===== config.mk =====
export PLATFORM = sky130hd
export DESIGN_NAME = serial_add_initiator
export DESIGN_NICKNAME = d
export VERILOG_FILES = /design/src/rtl/serial_add_initiator.sv
export SDC_FILE = /design/constraint.sdc
export NUM_CORES = 1
export LEC_CHECK = 0
export CORE_MARGIN = 1
export CORE_UTILIZATION = 44
export DETAILED_ROUTE_END_ITERATION = 10
export PLACE_DENSITY = 0.76
export SYNTH_ARGS = -nofsm -noshare
export SYNTH_HDL_FRONTEND = slang
export SYNTH_SLANG_ARGS = --single-unit

===== constraint.sdc =====
create_clock -name clk -period 2.2 [get_ports clk]
set_clock_uncertainty 0.05 [all_clocks]
set_input_delay 0.44 -clock clk [delete_from_list [all_inputs] [get_ports clk]]
set_output_delay 0.44 -clock clk [all_outputs]
set_load 0.02 [all_outputs]

===== src/rtl/serial_add_initiator.sv =====
// Host-side initiator for a serial adder engine: accepts one operand pair at a time,
// pulses the engine, captures its result (or a timeout) into a 2-entry result FIFO.
module serial_add_initiator #(
   parameter int TIMEOUT = 31
) (
   input  logic       clk,
   input  logic       rst,
   input  logic       op_valid,
   output logic       op_ready,
   input  logic [7:0] op_a,
   input  logic [7:0] op_b,
   output logic       res_valid,
   input  logic       res_ready,
   output logic [7:0] res_sum,
   output logic       res_err,
   output logic [7:0] eng_a,
   output logic [7:0] eng_b,
   output logic       eng_start,
   input  logic [7:0] eng_c,
   input  logic       eng_done,
   output logic       busy
);

   typedef enum logic [1:0] {IDLE, START, WAIT_DONE, WAIT_CLR} state_t;

   localparam logic [7:0] TMO_LAST = 8'(TIMEOUT - 1);

   state_t     state;
   logic [7:0] tmo_cnt;

   // FIFO entry layout: {sum[7:0], err}
   logic [8:0] fifo_mem [2];
   logic       wr_ptr;
   logic       rd_ptr;
   logic [1:0] count;
   logic       push;
   logic       pop;
   logic [8:0] push_data;

   assign op_ready  = (state == IDLE) && (count < 2'd2) && !rst;
   assign res_valid = (count != 2'd0);
   assign pop       = res_valid && res_ready;

   // Head is masked when empty so stale entries never show on res_sum/res_err.
   always_comb begin
      if (res_valid) begin
         res_sum = fifo_mem[rd_ptr][8:1];
         res_err = fifo_mem[rd_ptr][0];
      end else begin
         res_sum = 8'h00;
         res_err = 1'b0;
      end
   end

   // A result is pushed on engine completion or when the wait budget runs out.
   always_comb begin
      push      = 1'b0;
      push_data = 9'h000;
      if (state == WAIT_DONE) begin
         if (eng_done) begin
            push      = 1'b1;
            push_data = {eng_c, 1'b0};
         end else if (tmo_cnt == TMO_LAST) begin
            push      = 1'b1;
            push_data = {8'h00, 1'b1};
         end else begin
            push      = 1'b0;
            push_data = 9'h000;
         end
      end else begin
         push      = 1'b0;
         push_data = 9'h000;
      end
   end

   // Operation sequencer with registered engine controls and busy flag.
   always_ff @(posedge clk) begin
      if (rst) begin
         state     <= IDLE;
         tmo_cnt   <= 8'd0;
         eng_a     <= 8'h00;
         eng_b     <= 8'h00;
         eng_start <= 1'b0;
         busy      <= 1'b0;
      end else begin
         eng_start <= 1'b0;
         case (state)
            IDLE: begin
               if (op_valid && op_ready) begin
                  eng_a     <= op_a;
                  eng_b     <= op_b;
                  eng_start <= 1'b1;
                  busy      <= 1'b1;
                  state     <= START;
               end
            end
            START: begin
               tmo_cnt <= 8'd0;
               state   <= WAIT_DONE;
            end
            WAIT_DONE: begin
               if (push) begin
                  state <= WAIT_CLR;
               end else begin
                  tmo_cnt <= tmo_cnt + 8'd1;
               end
            end
            // Hold here until done drops so a long done pulse is captured once.
            WAIT_CLR: begin
               if (!eng_done) begin
                  state <= IDLE;
                  busy  <= 1'b0;
               end
            end
            default: begin
               state <= IDLE;
               busy  <= 1'b0;
            end
         endcase
      end
   end

   // Result FIFO; push never sees a full FIFO because accepts require count<2.
   always_ff @(posedge clk) begin
      if (rst) begin
         fifo_mem[0] <= 9'h000;
         fifo_mem[1] <= 9'h000;
         wr_ptr      <= 1'b0;
         rd_ptr      <= 1'b0;
         count       <= 2'd0;
      end else begin
         if (push) begin
            fifo_mem[wr_ptr] <= push_data;
            wr_ptr           <= ~wr_ptr;
         end
         if (pop) begin
            rd_ptr <= ~rd_ptr;
         end
         case ({push, pop})
            2'b10:   count <= count + 2'd1;
            2'b01:   count <= count - 2'd1;
            default: count <= count;
         endcase
      end
   end

endmodule


-- Word-level counts from Yosys, hierarchy flattened
Memory sizes are Yosys's and may differ from the RTL's. A register that Yosys moved wholly into a read port is not among the register bits.
Cells that the tools add are included.
- add/subtract/negate cells: 3
- magnitude comparators: 1
- equality and inequality tests: 10
- muxes and demuxes: 29
- bitwise operators: 3
- reductions and logical operators: 16
- operator list (kind ; number):
    9-bit 2-to-1 mux ; 3
    1-bit 2-to-1 mux ; 17
    8-bit 2-to-1 mux ; 2
    8-bit one-hot mux with 2 select lines ; 1
    9-bit OR reduction ; 1
    8-bit by 1-bit adder with 8-bit output, second input constant ; 1
    8-bit by 5-bit == test with 1-bit output, second input constant ; 1
    2-bit one-hot mux with 4 select lines ; 1
    2-bit nonzero test ; 4
    2-bit == test, second input constant ; 3
    2-bit 2-to-1 mux ; 3
    2-bit != test, second input constant ; 3
    3-bit AND reduction ; 2
    2-bit by 1-bit == test with 1-bit output, second input constant ; 2
    1-bit logical AND ; 4
    2-bit one-hot mux with 2 select lines ; 1
    2-bit AND reduction ; 2
    1-bit inverter ; 3
    2-bit by 1-bit adder with 2-bit output, second input constant ; 1
    2-bit zero test ; 1
    2-bit < comparator, second input constant ; 1
    2-bit by 1-bit != test with 1-bit output, second input constant ; 1
    1-bit one-hot mux with 2 select lines ; 1
    2-bit OR reduction ; 1
    other kinds (2) ; 2
- bits in registers: 32
- RAM bits: 18
- input bits: 29
- word-level logic and storage cells: 72
- memories: 1
- memories (name ; depth ; width ; rd ports ; clocked after memory_dff ; wr ports ; line ; text):
    fifo_mem ; 2 ; 9 ; 1 ; 1 ; 2 ; 32 ; logic [8:0] fifo_mem [2];

-- Logic depth before layout (Yosys ltp)
Gate-level depths: netlist of the first run.
- word-level depth: 9
- gate-level depth with buffers: 9

-- Worst setup path after synthesis of the first run
No wires, ideal clock.
- path type: register -> register
- start point: register tmo_cnt[0]
- end point: register count[1]
- library setup time: 0.071 ns
- data arrival time: 2.031 ns
- required time: 2.079 ns
- slack: 0.048 ns
- stages on the path, launching flop included: 9
- path buffers: 0
- period minus slack after synthesis: 2.152 ns
- path through: dfxtp_1 inv_1 ha_1 or4b_4 o21ai_2 nand2_2 ha_1 or3_1 a21oi_1
- word-level cells in the longest chain between the ends: 6
- RTL lines (element ; line ; text):
    from (decl) ; 29 ; logic [7:0] tmo_cnt;
    from (signal assigned) ; 105 ; tmo_cnt <= tmo_cnt + 8'd1;
    8-bit by 5-bit == test with 1-bit output (*) ; 63 ; end else if (tmo_cnt == TMO_LAST) begin
    1-bit 2-to-1 mux (*) ; 63 ;
    1-bit 2-to-1 mux (*) ; 60 ; if (eng_done) begin
    1-bit 2-to-1 mux (*) ; 59 ; if (state == WAIT_DONE) begin
    2-bit by 1-bit == test with 1-bit output or 2-bit == test (tied branches) ; 139 ; case ({push, pop})
    2-bit one-hot mux with 2 select lines or 2-bit nonzero test (tied branches) ; n/a ;
    to (signal assigned) ; 140 ; 2'b10: count <= count + 2'd1;
    to (signal assigned) ; 141 ; 2'b01: count <= count - 2'd1;
    to (signal assigned) ; 142 ; default: count <= count;
    to (decl) ; 35 ; logic [1:0] count;
Every way passes the cells marked *; elsewhere a longest branch is shown, timed or not.
A chain may end at the register's enable or synchronous reset.

-- Final worst setup path of the first run
Same ends and word-level chain as after synthesis.

==> results of run 1 <==
[cells by family after synthesis]
group | Yosys count | synth area share (%)
AOI/OAI and AO/OA | 37 | 10.15
muxes | 11 | 5.049
buffers and inverters | 16 | 2.660
and+or+nand+nor | 105 | 23.78
adders and majority gates | 8 | 4.343
DFF | 51 | 52.12
xor gates and xnor gates | 5 | 1.900
[sequential cells by signal, indices dropped and copies added, names as in the netlist, named ones only]
register,count
busy,1
rd_ptr,1
eng_b,8
count,2
state,2
tmo_cnt,8
fifo_mem,18
wr_ptr,1
eng_a,8
eng_start,1
[stage by stage]
step / TNS (ns) / util [%] / instance area [µm²] / setup slack (ns) / total power [mW]
2_1_floorplan: 0 / - / 2305 / 0.04821 / 1.761
3_3_place_gp: -0.2625 / 62.85 / 3067 / -0.03465 / 2.124
3_5_place_dp: -0.6782 / 62.85 / 3067 / -0.09234 / 2.145
4_1_cts: 0 / 65.00 / 3172 / 0.001730 / 2.675
5_1_grt: -0.06676 / 66.03 / 3222 / -0.06676 / 2.851
6_report: 0 / 66.03 / 3222 / 0.01568 / 2.694
[layout by cell type (no fill, tap or decap), types with 2 or more instances in the layout]
master and instances:
nand2_1 38, nor3_1 4, o21ai_2 2, nor2_1 16, nor2b_1 2, a21oi_1 22, mux2i_1 9, edfxtp_1 18
nand3_1 5, ha_4 2, dfxtp_1 29, nor4_1 2, xor2_1 3, clkdlybuf4s50_1 56, clkbuf_8 5, dfxtp_2 3
ha_1 6, o21bai_1 3, and3_1 2, nand4b_1 2, inv_1 5, nand4_1 2, and2_1 17, nand2b_1 3
buf_4 21
[area by class of cell]
type / instances / share of cell area, %
Sequential cell: 51 / 37.51
Timing Repair Buffer: 78 / 22.56
Inverter: 7 / 0.8155
Multi-Input combinational cell: 166 / 33.86
Tap cell: 67 / 2.602
Clock inverter: 2 / 0.3883
Clock buffer: 6 / 2.252
[metal layers]
metal | global-route usage (%) | up-vias
li1 | - | 960
met2 | 29.03 | 28
met3 | 3.794 | 6
met1 | 22.21 | 885
met5 | 0 | -
met4 | 6.499 | 0
[worst max-delay path, cell delays in order, from the launching register on]
cell and delay [ns]:
dfxtp_2 0.33, inv_2 0.06, ha_4 0.12, or4b_4 0.46, o21ai_2 0.15, nand2_2 0.11, ha_4 0.19, xnor2_2 0.13
or3_4 0.39, a21oi_2 0.12
[worst min path at each step]
stage	startpoint	to	slack (ns)	depth (start not counted)
2_1_floorplan	tmo_cnt[0]	tmo_cnt[0]	0.42	2
3_3_place_gp	eng_a[4]	eng_a[4]	0.39	2
3_5_place_dp	eng_b[4]	eng_b[4]	0.40	2
4_1_cts	eng_b[4]	eng_b[4]	0.41	2
5_1_grt	eng_b[4]	eng_b[4]	0.43	2
6_report	eng_b[7]	eng_b[7]	0.41	2
[power groups by stage]
stage / logic [mW] / clock network, mW / registers [mW]
2_1_floorplan: 0.537 / 0 / 1.22
5_1_grt: 1.08 / 0.569 / 1.21
4_1_cts: 0.959 / 0.531 / 1.18
6_report: 0.983 / 0.521 / 1.19
3_3_place_gp: 0.931 / 0 / 1.19
3_5_place_dp: 0.945 / 0 / 1.20
[what timing repair did]
item                       4_1_cts  5_1_grt
setup endpoints to repair       12        8
gates resized for setup          5       10
pin swaps                        0        5
buffers inserted                 0        2
==> flow_summary.yaml, run 1 <==
worst_setup_path:
  setup.worst_path.end_class: "flip-flop"
  ff2ff_path_depth: 9
  crit_start: "tmo_cnt[0]"
  r2r-start: "tmo_cnt[0]"
  crit_type: "flip-flop to flip-flop"
  cp_max_fo: 4
  endpoint: "count[1]"
  timing.critical_path.required_ns: 2.39
  worstPathArrival_ns: 2.37
  r2r-end: "count[1]"
  start_kind: "flip-flop"
  r2r_slack_ns: 0.02
grt:
  grt_pass1_vias: 1645
  grt_max_degree: 20
  grt_antenna_before_repair: 0
  overflow: 0
  grt_pass1_wl_um: 7314
  track_usage_pct: 17.43
cts:
  cts-buffers-inserted: 5
  root_buffer: "clkbuf_8"
  holdBufCountCts: 0
  clk_latency_ns: 0.30
  htree_levels: 2
  cts_max_path_buffers: 2
  clkSinkCount: 51
  cts_tree: "done"
  clk_pin_slew_ns: 0.09
final_layout:
  fillers: 412
  nets: 346
  instances_no_fill: 377
  multi_input_area_um2: 1091
  area_growth_pct: 39.79
  n_antenna_cell: 0
  layout-drive-gt1-share_pct: 15.81
  seq_area_um2: 1209
routing:
  dr.first_iter.drc_count: 104
  met1_length_um: 2288
  first_pass_iters: 4
  top_layer_used: "met4"
  drt-vias-per-instance: 4.984
  vias: 1879
  dr_wl_met2_um: 2419
  ant_nets: 0
  wl_um: 4902
  avgRoutedWirePerCell_um: 13.00
  remaining_drc_errors: 0
  route.met3.wl_um: 128
power:
  p_leak_nw: 1.166
  share_seq_of_total_power_pct: 44.2
  peakVddDrop_mv: 0.4841
  swShare_pct: 33.61
  clockPowerShare_pct: 19.3
  powerDensity_nw_per_um2: 836.2
  intPower_mw: 1.788
  p_comb_share_pct: 36.5
  p_switching_mw: 0.9056
hold_path:
  min_path_type: "flip-flop to flip-flop"
synth:
  ys_seq_area_share_pct: 52.12
  synth_nets: 270
  netlist.top_cell.by_area: "dfxtp_1"
  syn_area_per_cell_um2: 9.891
  synth_edf_count: 18
  synth_area_leaders: "dfxtp_1 (29%), edfxtp_1 (23%), nand2_1 (6.2%), a21oi_1 (5.0%), and2_1 (4.6%)"
  synth-main-ff-cell: "dfxtp_1"
  ys_seq_elements: 51
  yosysMostFrequentCell: "nand2_1"
  syn_inst: 233
  async_reset_ff_share_pct: 0
  ys_warn_count: 0
  synth_common_cells: "nand2_1 (38), dfxtp_1 (33), a21oi_1 (23), edfxtp_1 (18)"
  syn_area_um2: 2305
  yosys.area.top_type_share_pct: 28.66
  synth.distinct_cells: 46
placement:
  dp.cells: 367
  place_congestion: 0.8147
  dpl.hpwl_um: 3538
  io_buffers: 57
floorplanning:
  num_rows: 25
  die_h_um: 74.38
  start_util_pct: 47.23
  ios: 58
  core_um2: 4880
  die_area_um2: 5532
  die_x_um: 74.38
sta:
  slew_viol_final: 0
  fin_crit_sh_pct: 99.29
  hold_viol_final: 0
  period_minus_slack_ns: 2.184
  rsz0062_at_grt: "true"
  finalSetupViolations: 0
  whs_ns: 0.4071
  relSlewSlack_pct: 47.04
  tightest_slew_ns: 0.7883
  fmax_ghz: 0.4578
job:
  maxCapViolCount: 0
status:
  status: "complete, no violations"
Note: power is estimated with default switching activity, not from simulation.
==> run 2, diff against run 1 <==
CAP_MARGIN = 15   (was default)
==> results of run 2 <==
Final layout, timing and power as in run 1 (identical DEF).
==> edit (config.mk and constraints of run 2) <==
Set the parameter `TIMEOUT` to 15 (it was 31).
--- a/src/rtl/serial_add_initiator.sv
+++ b/src/rtl/serial_add_initiator.sv
@@ -3,3 +3,3 @@
 module serial_add_initiator #(
-   parameter int TIMEOUT = 31
+   parameter int TIMEOUT = 15
 ) (
Function: same outputs for any inputs over 10 cycles, from zero or initial values and one cycle with rst high; that may be too few to reach the edited logic, so the function may still have changed.
==> edit against run 2 <==
  * Wire length is 4.6% lower
  * Sequential cell count unchanged
  * Worst setup slack better by 0.081 ns
  * Final area is 1.6% lower
  * Via count grew 0.11%
  * Sequential share of layout area up 0.36 points
  * Non-clock buffer count down 2
  * Total power rose by 2.6%
  * Synthesized area decreased by 0.33%
  * Critical endpoint is now res_err
==> edit: results (changes against run 2) <==
* Status: complete, no violations
* Worst VDD drop at 0.000476 V (-1.6%)
* Critical path data arrival time at 1.61 ns (-0.76 ns)
* Gpl congestion at 0.836 (+2.7%)
* Post-layout net count at 349 (+0.87%)
* CP Max Fanout at 5 (+1)
* Iteration-0 DRC Markers at 52 (-50%)
* Worst R2R Path Depth at 7 (-2)
* DR vias at 1881 (+0.11%)
* Largest net degree at the start of global routing at 22 (+10%)
* Drt total wl at 4680 um (-4.6%)
* Ys Warns at 0 (unchanged)
* Layout cell share with drive strength beyond 1 at 10.9% (-4.9 points)
* Slowest CP cell: clkdlybuf4s50_1
* Routed wl met2 at 2400 um (-0.66%)
* Worst-path clk slew at 0.09 ns (about the same)
* Vias in the first global route at 1745 (+6.1%)
* Synth cell types at 39 (-15%)
* Area after DPL at 3050 um^2 (-0.45%)
* Share of the yosys chip area belonging to registers at 52.3% (+0.17 points)
* GRT Total Usage at 18.2% (+0.79 points)
* HPWL Detailed at 3430 um (-3.1%)
* First-pass GRT wire length at 7580 um (+3.6%)
* CTS root buffer: clkbuf_8
* Vias per Instance at 4.95 (-0.68%)
* Top post-synthesis cells by area: dfxtp_1 29%, edfxtp_1 24%, nand2_1 6.9%
* Dpl ws at 0.000747 ns (+0.0931 ns)
* Post-Syn Nets at 276 (+2.2%)
* M1 wire length at 2050 um (-11%)
* CP max stage delay at 0.61 ns (+0.15 ns)
* Cells after DPL at 372 (+1.4%)
* Synth async-reset ratio at 0% (unchanged)
* Mapped Cells at 239 (+2.6%)
* Top cells by count, synth: 42 x nand2_1, 33 x dfxtp_1, 25 x a21oi_1
* Fin area at 3170 um^2 (-1.6%)
* Fillers at 408 (-0.97%)
* Routed length on met3 at 145 um (+13%)
* Static leakage at 1.16 nW (-0.74%)
* Slew headroom at 80.0% (+33 points)
edit: cell type report:
cell class	instances	area share [%]
flip-flops and latches	51	37.9
multi-input cells	172	32.8
repair buffers	76	22.4
clock buffers	7	3.39
well taps	67	2.64
inverters	6	0.710
clock inverters	1	0.158
edit: critical path: cells and delay by family (launching register included):
kind	cells	cell delay [ns]
and+or+nand+nor	1	0.10
DFF	1	0.32
buffers and inverters	2	0.77
muxes	1	0.12
edit: cells by family (layout without fill, tap and decap cells):
kind of cell / after synthesis / in the layout / share of synthesized area (%)
fa+ha+maj: 8 / 8 / 4.36
mux: 11 / 11 / 4.90
xor+xnor: 4 / 4 / 1.53
buf+inv: 16 / 90 / 2.78
simple gates: 109 / 109 / 23.9
flops: 51 / 51 / 52.3
compound gates: 40 / 40 / 10.3
edit: repair_timing:
item / CTS / global route
resized for setup: 3 / 0
hold endpoints to repair: 0 / 0
setup endpoints to repair: 11 / 0
edit: worst paths after layout:
path / slack (ns) / to / startpoint
max: 0.1 / res_err / flip-flop
min: 0.41 / eng_b[2] / eng_b[2]
max reg2reg: 0.11 / count[1] / tmo_cnt[1]
min reg2reg: 0.41 / eng_b[2] / eng_b[2]
edit: layer usage:
| metal | vias up | global-route usage, % |
|---|---|---|
| li1 | 971 | - |
| met1 | 873 | 21.0 |
| met2 | 30 | 32.6 |
| met3 | 7 | 3.25 |
| met4 | 0 | 8.81 |
| met5 | - | 0 |
edit: report_power, final:
group	switching, mW	internal [mW]	total (mW)
registers	0.0693	1.09	1.16
clock network	0.300	0.322	0.623
logic	0.522	0.457	0.979
